==> config.mk <==
export PLATFORM = sky130hd
export DESIGN_NAME = fifo_wr_arbiter
export DESIGN_NICKNAME = d
export VERILOG_FILES = /design/src/rtl/fifo_wr_arbiter_pkg.sv /design/src/rtl/fifo_wr_arbiter_rr_pick.sv /design/src/rtl/fifo_wr_arbiter.sv
export SDC_FILE = /design/constraint.sdc
export NUM_CORES = 1
export LEC_CHECK = 0
export ABC_CLOCK_PERIOD_IN_PS = 2100
export CELL_PAD_IN_SITES_DETAIL_PLACEMENT = 0
export CELL_PAD_IN_SITES_GLOBAL_PLACEMENT = 1
export CORE_MARGIN = 2
export CORE_UTILIZATION = 25
export DETAILED_ROUTE_END_ITERATION = 10
export GPL_ROUTABILITY_DRIVEN = 0
export PLACE_DENSITY_LB_ADDON = 0.1
export RECOVER_POWER = 100
export SLEW_MARGIN = 5
export SYNTH_ARGS = -nofsm -noshare
export SYNTH_HDL_FRONTEND = slang
export SYNTH_SLANG_ARGS = --single-unit
==> constraint.sdc <==
create_clock -name clk -period 2.1 [get_ports clk]
set_input_delay 0.21 -clock clk [delete_from_list [all_inputs] [get_ports clk]]
set_output_delay 0.21 -clock clk [all_outputs]
set_load 0.01 [all_outputs]
==> src/rtl/fifo_wr_arbiter_pkg.sv <==
// fifo_wr_arbiter shared definitions.
// State encodings and width helpers for the write-port arbiter.
package fifo_wr_arbiter_pkg;

    typedef enum logic {
        ARB_IDLE  = 1'b0,
        ARB_BURST = 1'b1
    } arb_state_e;

    function automatic int idx_w(input int n);
        return (n > 1) ? $clog2(n) : 1;
    endfunction

    function automatic int cnt_w(input int m);
        return $clog2(m + 1);
    endfunction

endpackage

==> src/rtl/fifo_wr_arbiter_rr_pick.sv <==
// Round-robin pick for fifo_wr_arbiter.
// Searches from last owner + 1 upward with wrap.
module rr_pick
    import fifo_wr_arbiter_pkg::*;
#(
    parameter int N_REQ = 4,
    parameter int IDX_W = idx_w(N_REQ)
) (
    input  logic [N_REQ-1:0] req_i,
    input  logic [IDX_W-1:0] last_i,
    output logic [IDX_W-1:0] grant_o,
    output logic             any_o
);

    logic             found;
    logic [IDX_W-1:0] idx;

    // first requester after last_i, the previous owner checked last
    always_comb begin
        grant_o = '0;
        found   = 1'b0;
        idx     = '0;
        any_o   = |req_i;
        for (int k = 1; k <= N_REQ; k++) begin
            idx = IDX_W'((int'(last_i) + k) % N_REQ);
            if (!found && req_i[idx]) begin
                grant_o = idx;
                found   = 1'b1;
            end
        end
    end

endmodule

==> src/rtl/fifo_wr_arbiter.sv <==
// Round-robin arbiter sharing one FIFO write port.
// Bounded bursts per owner; fifo_full holds the owner.
module fifo_wr_arbiter
    import fifo_wr_arbiter_pkg::*;
#(
    parameter int N_REQ     = 4,
    parameter int WORD_SIZE = 8,
    parameter int MAX_BURST = 4,
    localparam int IDX_W    = idx_w(N_REQ),
    localparam int CNT_W    = cnt_w(MAX_BURST)
) (
    input  logic                       clk,
    input  logic                       reset,
    input  logic [N_REQ-1:0]           req,
    input  logic [N_REQ*WORD_SIZE-1:0] req_data,
    input  logic                       fifo_full,
    output logic [N_REQ-1:0]           ack,
    output logic                       fifo_wr,
    output logic [WORD_SIZE-1:0]       fifo_w_data,
    output logic                       owner_valid,
    output logic [IDX_W-1:0]           owner_id,
    output logic                       stall
);

    arb_state_e       state_q;
    logic [IDX_W-1:0] owner_q;
    logic [IDX_W-1:0] last_q;
    logic [CNT_W-1:0] cnt_q;
    logic [CNT_W-1:0] cnt_d;
    logic [IDX_W-1:0] pick;
    logic             any_req;
    logic             in_burst;
    logic             own_req;
    logic             last_beat;

    rr_pick #(
        .N_REQ (N_REQ),
        .IDX_W (IDX_W)
    ) u_pick (
        .req_i   (req),
        .last_i  (last_q),
        .grant_o (pick),
        .any_o   (any_req)
    );

    // port drive; reset masks everything so no write lands in a reset cycle
    always_comb begin
        in_burst    = (state_q == ARB_BURST) && !reset;
        own_req     = req[owner_q];
        fifo_wr     = in_burst && own_req && !fifo_full;
        stall       = in_burst && own_req && fifo_full;
        ack         = fifo_wr ? (N_REQ'(1) << owner_q) : '0;
        fifo_w_data = in_burst
                    ? req_data[int'(owner_q)*WORD_SIZE +: WORD_SIZE]
                    : '0;
        owner_valid = in_burst;
        owner_id    = reset ? '0 : owner_q;
        cnt_d       = cnt_q + CNT_W'(1);
        last_beat   = (cnt_q == CNT_W'(MAX_BURST - 1));
    end

    // arbitration FSM: one-cycle pick in IDLE, bounded burst in BURST
    always_ff @(posedge clk) begin
        if (reset) begin
            state_q <= ARB_IDLE;
            owner_q <= '0;
            last_q  <= IDX_W'(N_REQ - 1);
            cnt_q   <= '0;
        end else begin
            unique case (state_q)
                ARB_IDLE: begin
                    if (any_req) begin
                        owner_q <= pick;
                        cnt_q   <= '0;
                        state_q <= ARB_BURST;
                    end
                end
                ARB_BURST: begin
                    if (fifo_wr) begin
                        cnt_q <= cnt_d;
                        if (last_beat) begin
                            last_q  <= owner_q;
                            state_q <= ARB_IDLE;
                        end
                    end else if (!own_req) begin
                        last_q  <= owner_q;
                        state_q <= ARB_IDLE;
                    end
                end
                default: state_q <= ARB_IDLE;
            endcase
        end
    end

endmodule

==> results of run 1 <==
[cell type report]
| class | instances | share of cell area |
|---|---|---|
| clock buffers | 3 | 0.0147 |
| inverters | 8 | 0.0196 |
| multi-input cells | 70 | 0.407 |
| flip-flops and latches | 8 | 0.109 |
| well taps | 46 | 0.0376 |
| repair buffers | 70 | 0.413 |
[timing repair]
action,4_1_cts,5_1_grt
setup buffers,1,0
endpoints found under the hold margin,0,0
resized for setup,13,5
endpoints found under the setup margin,12,5
[state kept, by name, indices dropped and copies added, names as in the netlist]
register	flops
cnt_q	3
last_q	2
owner_q	2
state_q	1
[kinds of logic (layout without fill, tap and decap cells)]
family | Yosys count | in the layout | share of synthesized area
AND/OR/NAND/NOR | 38 | 38 | 0.258
flip-flops | 8 | 8 | 0.190
multiplexers | 11 | 11 | 0.283
buffers and inverters | 13 | 81 | 0.0682
adder cells (fa/ha/maj) | 2 | 2 | 0.0297
AO/OA/AOI/OAI | 19 | 19 | 0.171
[tightest hold or removal path, stage by stage (launching register included)]
cell and delay [ns]:
dfxtp_1 0.29, inv_1 0.08, o41ai_2 0.07
[Yosys cell counts, types with 2 or more instances]
cell      instances
a21o_1            2
clkbuf_1          3
mux4_2            6
dfxtp_1           8
and2_1            8
nor2_1            7
nand3b_1          2
o22ai_1           3
inv_1             8
nor4_1            3
nand2_1           5
nand2b_1          3
o221ai_1          2
a31oi_1           2
nor3b_1           2
mux4_1            3
o21ai_0           3
ha_1              2
nand3_1           2
[worst paths after layout]
kind / endpoint / from / slack [ns] / cells after the start
setup / recovery: ack[0] / req[0] / 0.1 / 5
hold / removal: cnt_q[2]$_SDFFE_PP0P_ / cnt_q[2]$_SDFFE_PP0P_ / 0.49 / 2
setup reg to reg: cnt_q[1]$_SDFFE_PP0P_ / owner_q[0]$_SDFFE_PP0P_ / 0.43 / 4
hold reg to reg: cnt_q[2]$_SDFFE_PP0P_ / cnt_q[2]$_SDFFE_PP0P_ / 0.49 / 2
[per-layer routing]
layer  part of all wire  GRT usage  vias up
met2               0.41      0.241       54
met1               0.44      0.169      457
met4              0.031     0.0790        0
met3               0.12     0.0311        9
met5                  0          0        -
li1                   -          -      491
[power groups by stage]
stage	Sequential (mW)	Combinational [mW]	Clock, mW
global placement	0.211	0.389	0
global route	0.218	0.415	0.131
CTS	0.212	0.397	0.126
finish	0.213	0.378	0.121
floorplan	0.190	0.215	0
detailed placement	0.213	0.398	0
==> metrics.md, run 1 <==
| Metric | Value |
|---|---|
| Number of global-route vias before repair | 916 |
| Initial DRC Count | 12 |
| Pre-CTS WS | 0.0326 ns |
| Status | finished clean |
| CP Buf/Inv Count | 4 |
| Commonest non-fill, non-tap cell in the layout | clkdlybuf4s50_1 |
| Finished Layout Cells | 205 |
| Final min period | 2.00 ns |
| Fin area | 1530 µm² |
| Clock Tree Buf Depth | 2 |
| Area after DPL | 1540 µm² |
| Die X | 62.1 µm |
| Final Skew | 0.00621 ns |
| Fin Setup TNS | 0 ns |
| Distinct cells, synth | 36 |
| Clk slew on worst S/H paths | 0.05 ns |
| RSZ-0062 raised after global routing | no |
| Leak pwr | 0.641 nW |
| Synth warnings | 0 |
| CTS Buf Count | 3 |
| DIE AREA | 3850 µm² |
| Die H | 62.1 µm |
| Synthesized cell area | 843 µm² |
| Worst Hold Margin | 0.490 ns |
| Worst Path Arrival | 1.79 ns |
| Setup violators final | 0 |
| Cts hold-fix bufs | 0 |
| Worst hold path type | flip-flop to flip-flop |
| DRC Markers | 0 |
| CP Capture Type | primary output |
| Antenna violations before repair | 0 |
| Multi-input logic area | 623 µm² |
| Net load switching power | 238 µW |
| WL final | 2820 µm |
| Layout cells sized above 1 | 0.164 |
| Vias after detailed routing | 1011 |
| Logic pwr share | 0.531 |
| Max FO, Critical Path | 4 |
| Ys flop type | dfxtp_1 |
| Largest net degree at the start of global routing | 13 |
| Clock share of power | 0.170 |
| Total grt overflow | 0 |
| Final Cycle Share | 0.954 |
| Clock latency at the later pin of the worst-skew pair | 0.26 ns |
| Number of clock sinks | 8 |
| Gr usage total | 0.144 |
| Antenna viol nets, final | 0 |
| Family with the most delay on the worst path | buffers and inverters |
| Port Buffers | 55 |
| Area Overhead vs Synth | 81.6% |
| Final hold viol count | 0 |
| Max_cap viols | 0 |
| Final net count | 202 |
| Most frequent cells in the layout | clkdlybuf4s50_1, buf_4, dlygate4sd2_1 |
| CP Launch Type | input pin |
| Sequential fraction of the synthesis area | 0.190 |
| Seq cells post-synth | 8 |
| VDD IR max | 0.000239 V |
| CTS H-tree lvls | 1 |
| Library cell with the largest summed area after synthesis | dfxtp_1 |
| WS Path Type | input pin to primary output |
| Root Driver | clkbuf_4 |
| Switch share | 0.335 |
| Final worst slack | 0.0961 ns |
| Sequential power share | 0.299 |
| Slowest stage delay, CP | 0.59 ns |
| Register Area | 166 µm² |
| IO Pins | 56 |
| Vias per inst | 4.93 |
| Worst Tran Pin Value | 0.398 ns |
| # diodes | 0 |
| Post-synth top area share | 0.190 |
| Ys async rst share | 0 |
| DP HPWL | 2290 µm |
| First-pass GRT wire length | 4060 µm |
| Drt wl/cell | 13.8 µm |
| Placed insts | 201 |
| Area contributors post-synth | dfxtp_1, mux4_2, mux4_1, and2_1, inv_1 |
| Syn_nets | 132 |
| Int Pwr | 473 µW |
| Design Power | 711 µW |
| Initial Util | 0.257 |
| Relative slew slack | 0.735 |
| Site row count | 21 |
| DRT Pass-1 Iters | 4 |
| Pwr Density | 464 nW/µm² |
| Final Util | 0.466 |
| Avg Synthesized Cell Area | 9.27 µm² |
| Fmax | 499 MHz |
| Number of enable flip-flop cells after synthesis | 0 |
| Worst Path Required | 1.89 ns |
| Max-slew violation count | 0 |
| Fillers | 344 |
| Critical Path Slowest Stage Cell | clkdlybuf4s50_1 |
| Core Box Area | 3280 µm² |
| Cells after synthesis | 91 |
| TritonCTS clock tree | done |
| Critical path, cell by cell | dlygate4sd3_1, buf_4, inv_1, nor4b_1, clkdlybuf4s50_1 |
(Power assumes the default switching activity.)
==> inputs of run 2 (changes only) <==
- CAP_MARGIN: unset -> 20
==> results of run 2 <==
Same layout as run 1: the final DEF is identical, and so are final timing and power.
==> inputs of run 3 (changes only) <==
- CTS_CLUSTER_SIZE: unset -> 24
==> results of run 3 <==
Same layout as run 1: the final DEF is identical, and so are final timing and power.
